**src/rtl/adc_oversampler_if.sv**
```systemverilog
// adc_oversampler_if
//   Groups the conversion input bus, control inputs and averaged output
//   bus of the oversampling averager.
//   master : side that drives conversions/control and consumes results
//   slave  : the averager itself
//   Signals: en, clear, osr_log2[2:0], data_valid, din[119:0]  (master -> slave)
//            dout[119:0], dout_valid, busy, overrun          (slave -> master)
interface adc_oversampler_if;
  logic         en;
  logic         clear;
  logic [2:0]   osr_log2;
  logic         data_valid;
  logic [119:0] din;
  logic [119:0] dout;
  logic         dout_valid;
  logic         busy;
  logic         overrun;

  modport master (
    output en, clear, osr_log2, data_valid, din,
    input  dout, dout_valid, busy, overrun
  );

  modport slave (
    input  en, clear, osr_log2, data_valid, din,
    output dout, dout_valid, busy, overrun
  );
endinterface

```
**src/rtl/adc_oversampler.sv**
```systemverilog
// adc_oversampler
//   Per-channel oversampling averager for the 8-channel ADC driver. Each
//   rising edge of data_valid snapshots eight 15-bit two's complement words;
//   2^osr_q conversions are summed per channel through one shared adder
//   (one channel per cycle) and the averages are published with a one-cycle
//   dout_valid pulse.
//   Ports:
//     clk        system clock
//     rst_n      asynchronous active-low reset
//     bus        adc_oversampler_if.slave (en, clear, osr_log2, data_valid,
//                din in; dout, dout_valid, busy, overrun out)
//   Parameter:
//     OSR_MAX_LOG2  maximum log2 oversampling ratio (osr_log2 is clamped to it)
//   Build option:
//     ADC_OVS_ROUND_EN  when defined, results are rounded half up instead of
//                       truncated toward minus infinity.
//
//   state | meaning
//   ------+--------------------------------------------------------------
//   IDLE  | waiting for a conversion edge
//   ACC   | adding the 8 snapshotted samples, one channel per cycle
//   OUT   | window complete, averages loaded into dout on exit
module adc_oversampler #(
  parameter int OSR_MAX_LOG2 = 4
) (
  input  logic             clk,
  input  logic             rst_n,
  adc_oversampler_if.slave bus
);

  localparam int         ACC_W   = 15 + OSR_MAX_LOG2 + 1;
  localparam int         CNT_W   = OSR_MAX_LOG2 + 1;
  localparam logic [2:0] OSR_CAP = 3'(OSR_MAX_LOG2);

  typedef enum logic [1:0] {
    S_IDLE = 2'd0,
    S_ACC  = 2'd1,
    S_OUT  = 2'd2
  } state_t;

  state_t state, next_state;

  logic                    dv_q;
  logic                    conv_evt;
  logic [14:0]             sample [8];
  logic signed [ACC_W-1:0] acc [8];
  logic [2:0]              ch_idx;
  logic [2:0]              osr_q;
  logic [2:0]              osr_clamped;
  logic [CNT_W-1:0]        count;
  logic [CNT_W-1:0]        count_inc;
  logic [CNT_W-1:0]        target;
  logic                    win_done;
  logic signed [ACC_W-1:0] acc_base;
  logic signed [ACC_W-1:0] sum;

  logic signed [ACC_W-1:0] pre_shift [8];
  logic signed [ACC_W-1:0] shifted [8];
  logic [14:0]             avg [8];
  logic [7:0]              unused_hi;

  logic snap_en, osr_load, acc_we, last_ch, out_load, ovr_set, busy_d;

  logic [119:0] dout_q;
  logic         dout_valid_q;
  logic         busy_q;
  logic         overrun_q;

  assign conv_evt    = bus.data_valid & ~dv_q;
  assign osr_clamped = (bus.osr_log2 > OSR_CAP) ? OSR_CAP : bus.osr_log2;
  assign count_inc   = count + CNT_W'(1);
  assign target      = CNT_W'(1) << osr_q;
  assign win_done    = (count_inc == target);

  // First sample of a window overwrites, so stale sums from an aborted
  // window never need an explicit wipe.
  assign acc_base = (count == '0) ? '0 : acc[ch_idx];
  assign sum      = acc_base + {{(ACC_W-15){sample[ch_idx][14]}}, sample[ch_idx]};

`ifdef ADC_OVS_ROUND_EN
  logic signed [ACC_W-1:0] round_add;
  assign round_add = (osr_q == 3'd0) ? '0 : (ACC_W'(1) << (osr_q - 3'd1));
`endif

  // The average of in-range samples always fits 15 bits, so the high bits
  // of the shifted sum are just sign copies and are dropped.
  always_comb begin
    for (int k = 0; k < 8; k++) begin
`ifdef ADC_OVS_ROUND_EN
      pre_shift[k] = acc[k] + round_add;
`else
      pre_shift[k] = acc[k];
`endif
      shifted[k]   = pre_shift[k] >>> osr_q;
      avg[k]       = shifted[k][14:0];
      unused_hi[k] = ^shifted[k][ACC_W-1:15];
    end
  end

  // State register
  always_ff @(posedge clk or negedge rst_n) begin
    if (!rst_n) state <= S_IDLE;
    else        state <= next_state;
  end

  // Next-state logic
  always_comb begin
    next_state = state;
    unique case (state)
      S_IDLE: if (conv_evt && bus.en) next_state = S_ACC;
      S_ACC:  if (ch_idx == 3'd7)     next_state = win_done ? S_OUT : S_IDLE;
      S_OUT:  next_state = S_IDLE;
      default: next_state = S_IDLE;
    endcase
    if (bus.clear) next_state = S_IDLE;
  end

  // Output / control decode
  always_comb begin
    snap_en  = 1'b0;
    osr_load = 1'b0;
    acc_we   = 1'b0;
    last_ch  = 1'b0;
    out_load = 1'b0;
    ovr_set  = 1'b0;
    busy_d   = (next_state != S_IDLE);
    if (!bus.clear) begin
      unique case (state)
        S_IDLE: begin
          snap_en  = conv_evt && bus.en;
          osr_load = conv_evt && bus.en && (count == '0);
        end
        S_ACC: begin
          acc_we  = 1'b1;
          last_ch = (ch_idx == 3'd7);
          ovr_set = conv_evt;
        end
        S_OUT: begin
          out_load = 1'b1;
          ovr_set  = conv_evt;
        end
        default: ;
      endcase
    end
  end

  // Datapath and registered outputs
  always_ff @(posedge clk or negedge rst_n) begin
    if (!rst_n) begin
      dv_q         <= 1'b0;
      ch_idx       <= '0;
      osr_q        <= '0;
      count        <= '0;
      dout_q       <= '0;
      dout_valid_q <= 1'b0;
      busy_q       <= 1'b0;
      overrun_q    <= 1'b0;
      for (int k = 0; k < 8; k++) begin
        sample[k] <= '0;
        acc[k]    <= '0;
      end
    end else begin
      dv_q         <= bus.data_valid;
      busy_q       <= busy_d;
      dout_valid_q <= out_load;

      if (snap_en) begin
        for (int k = 0; k < 8; k++) sample[k] <= bus.din[15*k +: 15];
      end

      if (osr_load) osr_q <= osr_clamped;

      if (bus.clear || snap_en) ch_idx <= '0;
      else if (acc_we)          ch_idx <= ch_idx + 3'd1;

      if (bus.clear)    count <= '0;
      else if (last_ch) count <= win_done ? '0 : count_inc;

      if (acc_we) acc[ch_idx] <= sum;

      if (bus.clear)    overrun_q <= 1'b0;
      else if (ovr_set) overrun_q <= 1'b1;

      if (out_load) begin
        for (int k = 0; k < 8; k++) dout_q[15*k +: 15] <= avg[k];
      end
    end
  end

  assign bus.dout       = dout_q;
  assign bus.dout_valid = dout_valid_q;
  assign bus.busy       = busy_q;
  assign bus.overrun    = overrun_q;

endmodule

```
**src/flat_wrapper.sv**
```systemverilog
// flat-port wrapper written by rule: the top's interface ports become plain ports
module adc_oversampler_flat 
#(
  parameter int OSR_MAX_LOG2 = 4
)
  (clk, rst_n, bus_en, bus_clear, bus_osr_log2, bus_data_valid, bus_din, bus_dout, bus_dout_valid, bus_busy, bus_overrun);
  adc_oversampler_if bus_i ();
  input  logic clk;
  input  logic rst_n;
  input wire logic [$bits(bus_i.en)-1:0] bus_en;
  input wire logic [$bits(bus_i.clear)-1:0] bus_clear;
  input wire logic [$bits(bus_i.osr_log2)-1:0] bus_osr_log2;
  input wire logic [$bits(bus_i.data_valid)-1:0] bus_data_valid;
  input wire logic [$bits(bus_i.din)-1:0] bus_din;
  output wire logic [$bits(bus_i.dout)-1:0] bus_dout;
  output wire logic [$bits(bus_i.dout_valid)-1:0] bus_dout_valid;
  output wire logic [$bits(bus_i.busy)-1:0] bus_busy;
  output wire logic [$bits(bus_i.overrun)-1:0] bus_overrun;
  assign bus_i.en = bus_en;
  assign bus_i.clear = bus_clear;
  assign bus_i.osr_log2 = bus_osr_log2;
  assign bus_i.data_valid = bus_data_valid;
  assign bus_i.din = bus_din;
  assign bus_dout = bus_i.dout;
  assign bus_dout_valid = bus_i.dout_valid;
  assign bus_busy = bus_i.busy;
  assign bus_overrun = bus_i.overrun;
  adc_oversampler #(.OSR_MAX_LOG2(OSR_MAX_LOG2)) u_core (.clk(clk), .rst_n(rst_n), .bus(bus_i));
endmodule
```
**config.mk**
```make
export PLATFORM = sky130hd
export DESIGN_NAME = adc_oversampler_flat
export DESIGN_NICKNAME = d
export VERILOG_FILES = /design/src/rtl/adc_oversampler_if.sv /design/src/rtl/adc_oversampler.sv /design/src/flat_wrapper.sv
export SDC_FILE = /design/constraint.sdc
export NUM_CORES = 1
export LEC_CHECK = 0
export ABC_AREA = 0
export ABC_CLOCK_PERIOD_IN_PS = 3750
export CORE_ASPECT_RATIO = 0.8
export CORE_MARGIN = 2
export CORE_UTILIZATION = 53
export CTS_BUF_LIST = sky130_fd_sc_hd__clkbuf_8
export DETAILED_ROUTE_END_ITERATION = 10
export PLACE_DENSITY_LB_ADDON = 0.08
export SLEW_MARGIN = 20
export SYNTH_ARGS = -nofsm -noshare
export SYNTH_HDL_FRONTEND = slang
export SYNTH_SLANG_ARGS = --single-unit
```
**constraint.sdc**
```tcl
create_clock -name clk -period 3.75 [get_ports clk]
set_input_delay 0.9375 -clock clk [delete_from_list [all_inputs] [get_ports clk]]
set_output_delay 0.9375 -clock clk [all_outputs]
set_load 0.03 [all_outputs]
```
* After elaboration in Yosys (flattened, before gate mapping)
Cells that the tools add are included.
** Storage, ports and cells
- Bits in registers :: 417
- Input port bits :: 128
- Output and inout bits :: 123
- Word-level logic and storage cells :: 93
** Cells by class
- Add/subtract/negate cells :: 3
- Order comparisons :: 3
- Eq/ne operators :: 4
- Shift operators :: 9
- Multiplexer cells :: 35
- Bitwise gates (word level) :: 3
- Reductions and logical operators :: 11
** Operators by type and width (number)
- 160-bit bitwise mux :: 1
- 20-bit by 3-bit >>> shifter with 15-bit output :: 8
- 20-bit 2-to-1 mux :: 4
- 20-bit binary-select mux with 3-bit select :: 1
- 20-bit demux with 3-bit select :: 1
- 15-bit binary-select mux with 3-bit select :: 1
- 15-bit 2-to-1 mux :: 2
- 20-bit adder :: 1
- 5-bit 2-to-1 mux :: 3
- 1-bit 2-to-1 mux :: 14
- 3-bit 2-to-1 mux :: 3
- 2-bit 2-to-1 mux :: 4
- 2-bit nonzero test :: 4
- 5-bit by 1-bit adder with 5-bit output, second input constant :: 1
- 5-bit == test :: 1
- 5-bit logical NOT :: 1
- 1-bit by 3-bit << shifter with 5-bit output, first input constant :: 1
- 4-bit greater-or-equal comparator, second input constant :: 1
- 4-bit by 1-bit < comparator with 1-bit output, second input constant :: 1
- 3-bit NOT with 4-bit output :: 1
- 2-bit one-hot mux with 2 select lines :: 1
- 3-bit by 1-bit adder with 3-bit output, second input constant :: 1
- 3-bit == test, second input constant :: 1
- 3-bit greater-than comparator, second input constant :: 1
- 8 further kinds :: 10

* Depth between registers and ports, before layout
Gate-level depths: netlist (run 1).
- Depth in word-level cells :: 7
- Mapped depth :: 17
- Depth with buffers taken out :: 13

* Worst setup path before layout (run 1)
No wires, ideal clock.
- Path type :: reg2reg
- Start point :: register u_core.ch_idx[0]
- End point :: register u_core.acc[112] in the netlist's numbering
- Data arrival time :: 3.583 ns
- Data required time :: 3.615 ns
- Path slack :: 0.031 ns
- Stages on the path, launching flop included :: 18
- Buffers on the path :: 5
- Clock period less this slack :: 3.719 ns
- Cell sequence :: dfrtp_1 -> buf_2 -> buf_4 -> and3_1 -> clkbuf_1 -> buf_2 -> buf_1 -> a22oi_1 -> nand4_1 -> ha_1 -> fa_1 -> a21oi_1 -> o21ai_1 -> a31oi_4 -> nand2_1 -> and4_4 -> a311oi_4 -> o21ai_1
** On the way
- Longest elaborated chain between the ends :: 7
- Elaborated cells on any way between the ends :: 15
** RTL lines
- start, declared :: line adc_oversampler.sv:47 : logic [2:0] ch_idx;
- start signal, assigned :: line adc_oversampler.sv:174 : else if (acc_we) ch_idx <= ch_idx + 3'd1;
- 3-bit NOT with 4-bit output (implied by the code) * :: line adc_oversampler.sv:77, adc_oversampler.sv:78, adc_oversampler.sv:179
- 20-bit binary-select mux with 3-bit select :: line adc_oversampler.sv:77 : assign acc_base = (count == '0) ? '0 : acc[ch_idx];
- 20-bit 2-to-1 mux (implied by the code) (2 in a row) :: line adc_oversampler.sv:77
- 20-bit 2-to-1 mux :: line adc_oversampler.sv:77
- 20-bit adder :: line adc_oversampler.sv:78 : assign sum = acc_base + {{(ACC_W-15){sample[ch_idx][14]}}, sample[ch_idx]};
- 160-bit bitwise mux * :: line adc_oversampler.sv:179 : if (acc_we) acc[ch_idx] <= sum;
- end signal, assigned by index :: line adc_oversampler.sv:179
- end, declared :: line adc_oversampler.sv:46 : logic signed [ACC_W-1:0] acc [8];
Mark *: on every way between the ends. The rest lies on a longest branch, timed or not. The select of a mux whose other input is x is not followed.
A chain may end at the register's enable or synchronous reset.

* Worst setup path in the final report (run 1)
- Start point :: register u_core.ch_idx[1]
- End point :: register u_core.acc[52] in the netlist's numbering
Same word-level chain as after synthesis.

==> summary.txt, run 1 <==
Status - finished clean
Yosys Warn Count - 0
Rows - 67
Ant. Diodes - 0
Setup CP Type - reg -> reg
Port bufs - 250
Hold WC Path Type - in -> async
Peak VDD IR - 277 uV
Max_cap viols - 0
Syn Std Cell Area - 22600 um^2
Pwr Total - 13.2 mW
Die height - 189 um
Tmin final - 3.62 ns
Pins Over Slew Limit - 0
Critical path arrival - 4.09 ns
Filler Cell Count - 3298
Crit start category - register
RePlAce Congestion - 0.932
Die X-Extent - 235 um
Worst setup EP type - register
Hold Slack - 0.387 ns
Largest net degree at the start of global routing - 103
Setup TNS - 0 ns
Critical path fanouts, max - 24
Worst slack at placement - -0.0343 ns
Commonest non-fill, non-tap cell in the layout - dfrtp_1
Area of the multi-input gates - 11500 um^2
Max Buffers Root-to-Sink - 3
Worst skew pair latency - 0.65 ns
CTS Buf Count - 71
H-tree level count - 3
Leakage - 11.8 nW
Top cell type's share of synthesized area - 46.2%
CTS root buffer - clkbuf_8
Final setup margin - 0.126 ns
Initial antenna violation count - 1
Vias per cell - 6.20
Final-report setup violation count - 0
Crit share post-route - 96.6%
Share of post-route cells with drive strength above 1 - 21.5%
Setup Skew - 0.0397 ns
Netlist cell types - 67
Starting Density - 53.8%
Synth Instances - 2106
Ys async rst share - 100%
Drt pass-1 iters - 6
Wire per inst - 24.0 um
Vias - 18500
Peak Freq - 276 MHz
Worst Path Required - 4.22 ns
Nets - 2537
# clock sinks - 417
Residual DRC - 0
Gr ovfl total - 0
Layout area overhead - 23.8%
First-pass GRT wire length - 109 mm
Main synth FF type - dfrtp_1
Register area share after synthesis - 46.2%
Synth Net Count - 2261
HPWL reported at the end of detailed placement - 53.2 mm
Reg area - 10500 um^2
Max_slew headroom - 34.8%
Top cells by area, synth - dfrtp_1 (46%), mux2_2 (9.1%), mux2i_1 (7.7%)
Commonest non-fill, non-tap cells in the layout - dfrtp_1 (411), nand2_1 (277), clkdlybuf4s50_1 (249), o21ai_0 (218), mux2_2 (182)
Tot GR Track Use - 32.4%
Worst-Margin Slew - 0.979 ns
TritonCTS clock tree - done
Drt total wl - 71.7 mm
Vias in the first global route - 18100
Unrepaired setup endpoints after global routing - yes
Die footprint - 44300 um^2
PD cells - 473 nW/um^2
Post-route ant nets - 0
Hold Fails Final Rpt - 0
Hold buffers post-CTS - 0
Core footprint - 42000 um^2
Register bit total from synthesis - 417
IO Count - 251
Clock slew at reported path FFs - 0.07 ns
Synth Area per Inst - 10.7 um^2
DR iter-0 viols - 1693
R2R Setup Slk - 0.13 ns
Post-synth EDFFs - 0
Biggest area consumer among synthesized cells - dfrtp_1
## synthesized netlist by cell type, types with 3 or more instances
cell type	number
a31oi_1	24
nand4_1	14
xor2_1	7
mux2_2	182
o21ai_1	35
clkbuf_1	101
nor3_1	6
or3_1	3
and3_1	3
and2_1	10
xnor2_1	8
a22o_1	16
buf_4	5
a211o_1	8
nand2_1	277
inv_1	13
nand3_1	18
dfrtp_1	417
a22oi_1	90
ha_1	26
a211oi_1	48
o22ai_1	12
buf_2	57
mux4_2	59
a41oi_1	5
nor2b_1	56
a21oi_1	86
buf_1	11
o31ai_1	8
mux2i_1	173
a221oi_1	15
nor2_1	35
o21ai_0	218
nand2b_1	15
## worst paths after layout
check / from / to / cells past startpoint
setup / recovery: u_core.ch_idx[1] / u_core.acc[52] / 15
hold / removal: rst_n / u_core.acc[122] / 1
setup reg to reg: u_core.ch_idx[1] / u_core.acc[52] / 15
hold reg to reg: u_core.bus.dout[105] / u_core.bus.dout[105] / 2
max in group asynchronous: rst_n / u_core.acc[38] / 2
min in group clk: u_core.bus.dout[105] / u_core.bus.dout[105] / 2
## report_power, final
part / switching [mW] / internal [mW] / total, mW
Clock: 1.95 / 2.64 / 4.59
Combinational: 1.60 / 1.44 / 3.04
Sequential: 0.630 / 4.97 / 5.60
## state kept, by name, summed over array words and instances, names as in the netlist
name,cells
u_core.bus.overrun,1
u_core.acc,160
u_core.state,2
u_core.osr_q,3
u_core.ch_idx,3
u_core.count,5
u_core.bus.dout,120
u_core.sample,120
u_core.bus.dout_valid,1
u_core.bus.busy,1
u_core.dv_q,1
## critical path: stages (launching register included)
cell	delay [ns]
dfrtp_2	0.46
and3b_1	0.24
buf_12	0.18
a22o_1	0.24
a221oi_2	0.18
a31oi_1	0.15
buf_4	0.16
fa_1	0.44
a21oi_2	0.21
o21ai_2	0.13
a31oi_4	0.23
nand2_1	0.11
and4_4	0.21
a311oi_4	0.26
buf_6	0.17
o21ai_1	0.07
## cell type report
type | instances | area share, %
inverters | 14 | 0.188
multi-input cells | 1500 | 41.1
well taps | 552 | 2.47
flip-flops and latches | 417 | 37.4
repair buffers | 378 | 13.3
clock inverters | 36 | 1.21
clock buffers | 90 | 4.43
## metrics by stage
stage               std cells  util [%]  instance area (um^2)
floorplan                2106         -                 22600
global placement         2858      62.5                 26300
detailed placement       2858      62.5                 26300
CTS                      2984      66.4                 27900
global route             2987      66.6                 28000
finish                   2987      66.6                 28000
## per-layer routing
metal / up-vias / global-route usage [%] / share of wire, %
met1: 9283 / 46.3 / 43
met2: 776 / 48.4 / 44
met4: 2 / 10.8 / 2.9
met3: 133 / 8.17 / 9.2
met5: - / 0 / 0.013
li1: 8320 / - / -
## timing repair
item                       4_1_cts  5_1_grt
setup endpoints to repair       29       92
gates resized for setup          7       20
pin swaps                        0        3
buffers inserted                 0        3
## logic make-up after synthesis
kind of cell               after synthesis  synth area share [%]
AOI/OAI and AO/OA                      586                  16.0
DFF                                    417                  46.2
adders and majority gates               27                  1.53
xor gates and xnor gates                19                 0.870
and+or+nand+nor                        452                  9.08
buffers and inverters                  189                  3.57
muxes                                  416                  22.7
Power figures use the tool's default switching activity.
==> inputs of run 2 (changes only) <==
CORE_MARGIN = not set   (was 2)
PLACE_DENSITY = 0.79   (was not set)
PLACE_DENSITY_LB_ADDON = not set   (was 0.08)
==> run 2 against run 1 <==
Hold slack worse by 0.11 ns. Clock skew is 0.0067 ns lower. Critical path type unchanged. Die area is 1.9% lower. Design area is 1.1% lower. Routed wire length is 1.2% higher. Sequential power hardly changed. Count of clock-buffer cells in the layout is 8 lower. Non-clock buffer count is 17 lower. Largest cell class unchanged. Flip-flop and latch count stayed put. Utilization is 0.59 points lower.
==> summary.txt, run 2 (synthesized netlist as in run 1, its figures left out) <==
Vias per cell - 6.35
Critical path fanouts, max - 17
Port bufs - 250
HPWL reported at the end of detailed placement - 53.3 mm
Critical path's top delay family - compound AO/OA/AOI/OAI gates
Max reg flops - 160
Final design area excluding fillers - 27700 um^2
Vias - 18800
Setup CP Type - reg -> reg
DR iter-0 viols - 2190
Peak Freq - 269 MHz
Ant. Diodes - 0
Crit start category - register
Hold Slack - 0.277 ns
Post-route ant nets - 0
Critical path arrival - 4.24 ns
Cell-internal power - 8.66 mW
Worst-path cell chain - and3_1 > buf_12 > a22o_1 > a221oi_2 > a31oi_2 > ha_1 > buf_4 > nand4_1 > o22ai_1 > nand2b_1 > a31oi_4 > o21ai_1 > xor2_2 > buf_4 > mux2_2
Die height - 187 um
Hold buffers post-CTS - 0
Initial antenna violation count - 0
Residual DRC - 0
Biggest register - u_core.acc
Net Sw Power - 4.17 mW
Slowest library cell on the worst path - dfrtp_2
Worst setup EP type - register
Tmin final - 3.72 ns
# clock sinks - 417
Commonest non-fill, non-tap cell in the layout - dfrtp_1
Starting Density - 53.9%
Layout area overhead - 22.5%
Die X-Extent - 233 um
RePlAce Congestion - 0.981
Crit path top cell by count - buf_4
Setup Skew - 0.0331 ns
Nets - 2518
Leakage - 11.7 nW
Rows - 67
Worst Path Required - 4.27 ns
Wire per inst - 24.4 um
Status - finished clean
PD cells - 464 nW/um^2
Peak VDD IR - 289 uV
Largest net degree at the start of global routing - 122
H-tree level count - 3
Switching Share - 32.5%
Unrepaired setup endpoints after global routing - yes
Worst R2R Path Depth - 15
Worst skew pair latency - 0.66 ns
Clock slew at reported path FFs - 0.07 ns
Worst path bufs/invs - 3
First-pass GRT wire length - 111 mm
CTS Buf Count - 69
Max_slew headroom - 33.1%
Worst R2R Start - u_core.ch_idx[0]
Share of post-route cells with drive strength above 1 - 20.9%
R2r endpoint - u_core.acc[13]
Core footprint - 41900 um^2
Drt pass-1 iters - 7
Gr ovfl total - 0
Die footprint - 43500 um^2
Sequential power share - 43.5%
Placed cell areas - 26000 um^2
CTS root buffer - clkbuf_8
Clock power share - 32.6%
Max incr delay on CP - 0.47 ns
Hold Fails Final Rpt - 0
Combinational Power Share - 23.9%
Tot GR Track Use - 33.9%
Crit share post-route - 99.2%
R2R Setup Slk - 0.03 ns
Pwr Total - 12.8 mW
Vias in the first global route - 18400
Commonest non-fill, non-tap cells in the layout - dfrtp_1 (411), nand2_1 (277), clkdlybuf4s50_1 (249), o21ai_0 (218), mux2_2 (182)
Pins Over Slew Limit - 0
Max_cap viols - 0
Hold WC Path Type - in -> async
Drt total wl - 72.5 mm
Max Buffers Root-to-Sink - 3
Final-report setup violation count - 0
IO Count - 251
TritonCTS clock tree - done
Worst-Margin Slew - 1.00 ns
==> run 2: cell count changes in the layout (fill, tap and decap cells not counted), moves of 3 or more <==
| cell | previous run | this run |
|---|---|---|
| buf_4 | 107 | 95 |
| bufinv_16 | 7 | 4 |
| clkbuf_8 | 90 | 82 |
| a221oi_1 | 13 | 10 |
| inv_1 | 32 | 37 |
| buf_12 | 19 | 13 |
| a221oi_2 | 2 | 5 |
==> run 2: worst register-to-register path, stage by stage, from the launching register on <==
cell and delay (ns):
dfrtp_2 0.47, and3_1 0.31, buf_12 0.21, a22o_1 0.27, a221oi_2 0.24, a31oi_2 0.18, ha_1 0.37, buf_4 0.16
nand4_1 0.08, o22ai_1 0.11, nand2b_1 0.20, a31oi_4 0.24, o21ai_1 0.14, xor2_2 0.19, buf_4 0.16, mux2_2 0.26
==> run 2: power groups by stage <==
stage	registers (mW)	clock network (mW)	logic, mW
after floorplan	5.28	0	2.07
after global placement	5.60	0	2.87
after detailed placement	5.62	0	2.96
after CTS	5.54	4.23	3.00
after global routing	5.63	4.43	3.28
final	5.59	4.18	3.07
==> run 2: layout make-up <==
cell class                 count  area, um^2
inverter                      14        52.6
clock inverter                41         287
clock buffer                  82        1130
fill                        3151       14200
tap                          552         691
sequential                   417       10500
multi-input combinational   1500       11500
timing repair buffer         361        3530
==> run 2: how the worst max path moves through the flow <==
stage,start,end,cells after the start
after CTS,u_core.ch_idx[0],u_core.acc[7],13
final,u_core.ch_idx[0],u_core.acc[13],15
after floorplan,u_core.ch_idx[0],u_core.acc[112],17
after global placement,u_core.ch_idx[0],u_core.acc[152],13
after global routing,u_core.ch_idx[1],u_core.acc[159],14
after detailed placement,u_core.ch_idx[2],u_core.acc[115],15
==> run 2: repair_timing <==
action	in CTS	in global routing
endpoints found under the setup margin	59	104
setup buffers	3	6
pin swaps	1	3
resized for setup	7	26
endpoints found under the hold margin	0	0
==> run 2: per-stage QoR <==
step	setup WS, ns	util [%]	TNS (ns)	std cells
2_1_floorplan	0.0313	-	0	2106
3_3_place_gp	-0.00181	62.1	-0.00297	2835
3_5_place_dp	-0.145	62.1	-3.75	2835
4_1_cts	0.00382	65.6	0	2961
5_1_grt	-0.0574	66.0	-0.711	2967
6_report	0.0286	66.0	0	2967
==> run 2: routing by layer <==
layer / global-route usage (%) / share of wire [%]
met5: 0 / 0
met1: 49.5 / 43
met3: 7.64 / 9.8
met4: 11.9 / 3.5
met2: 49.6 / 44
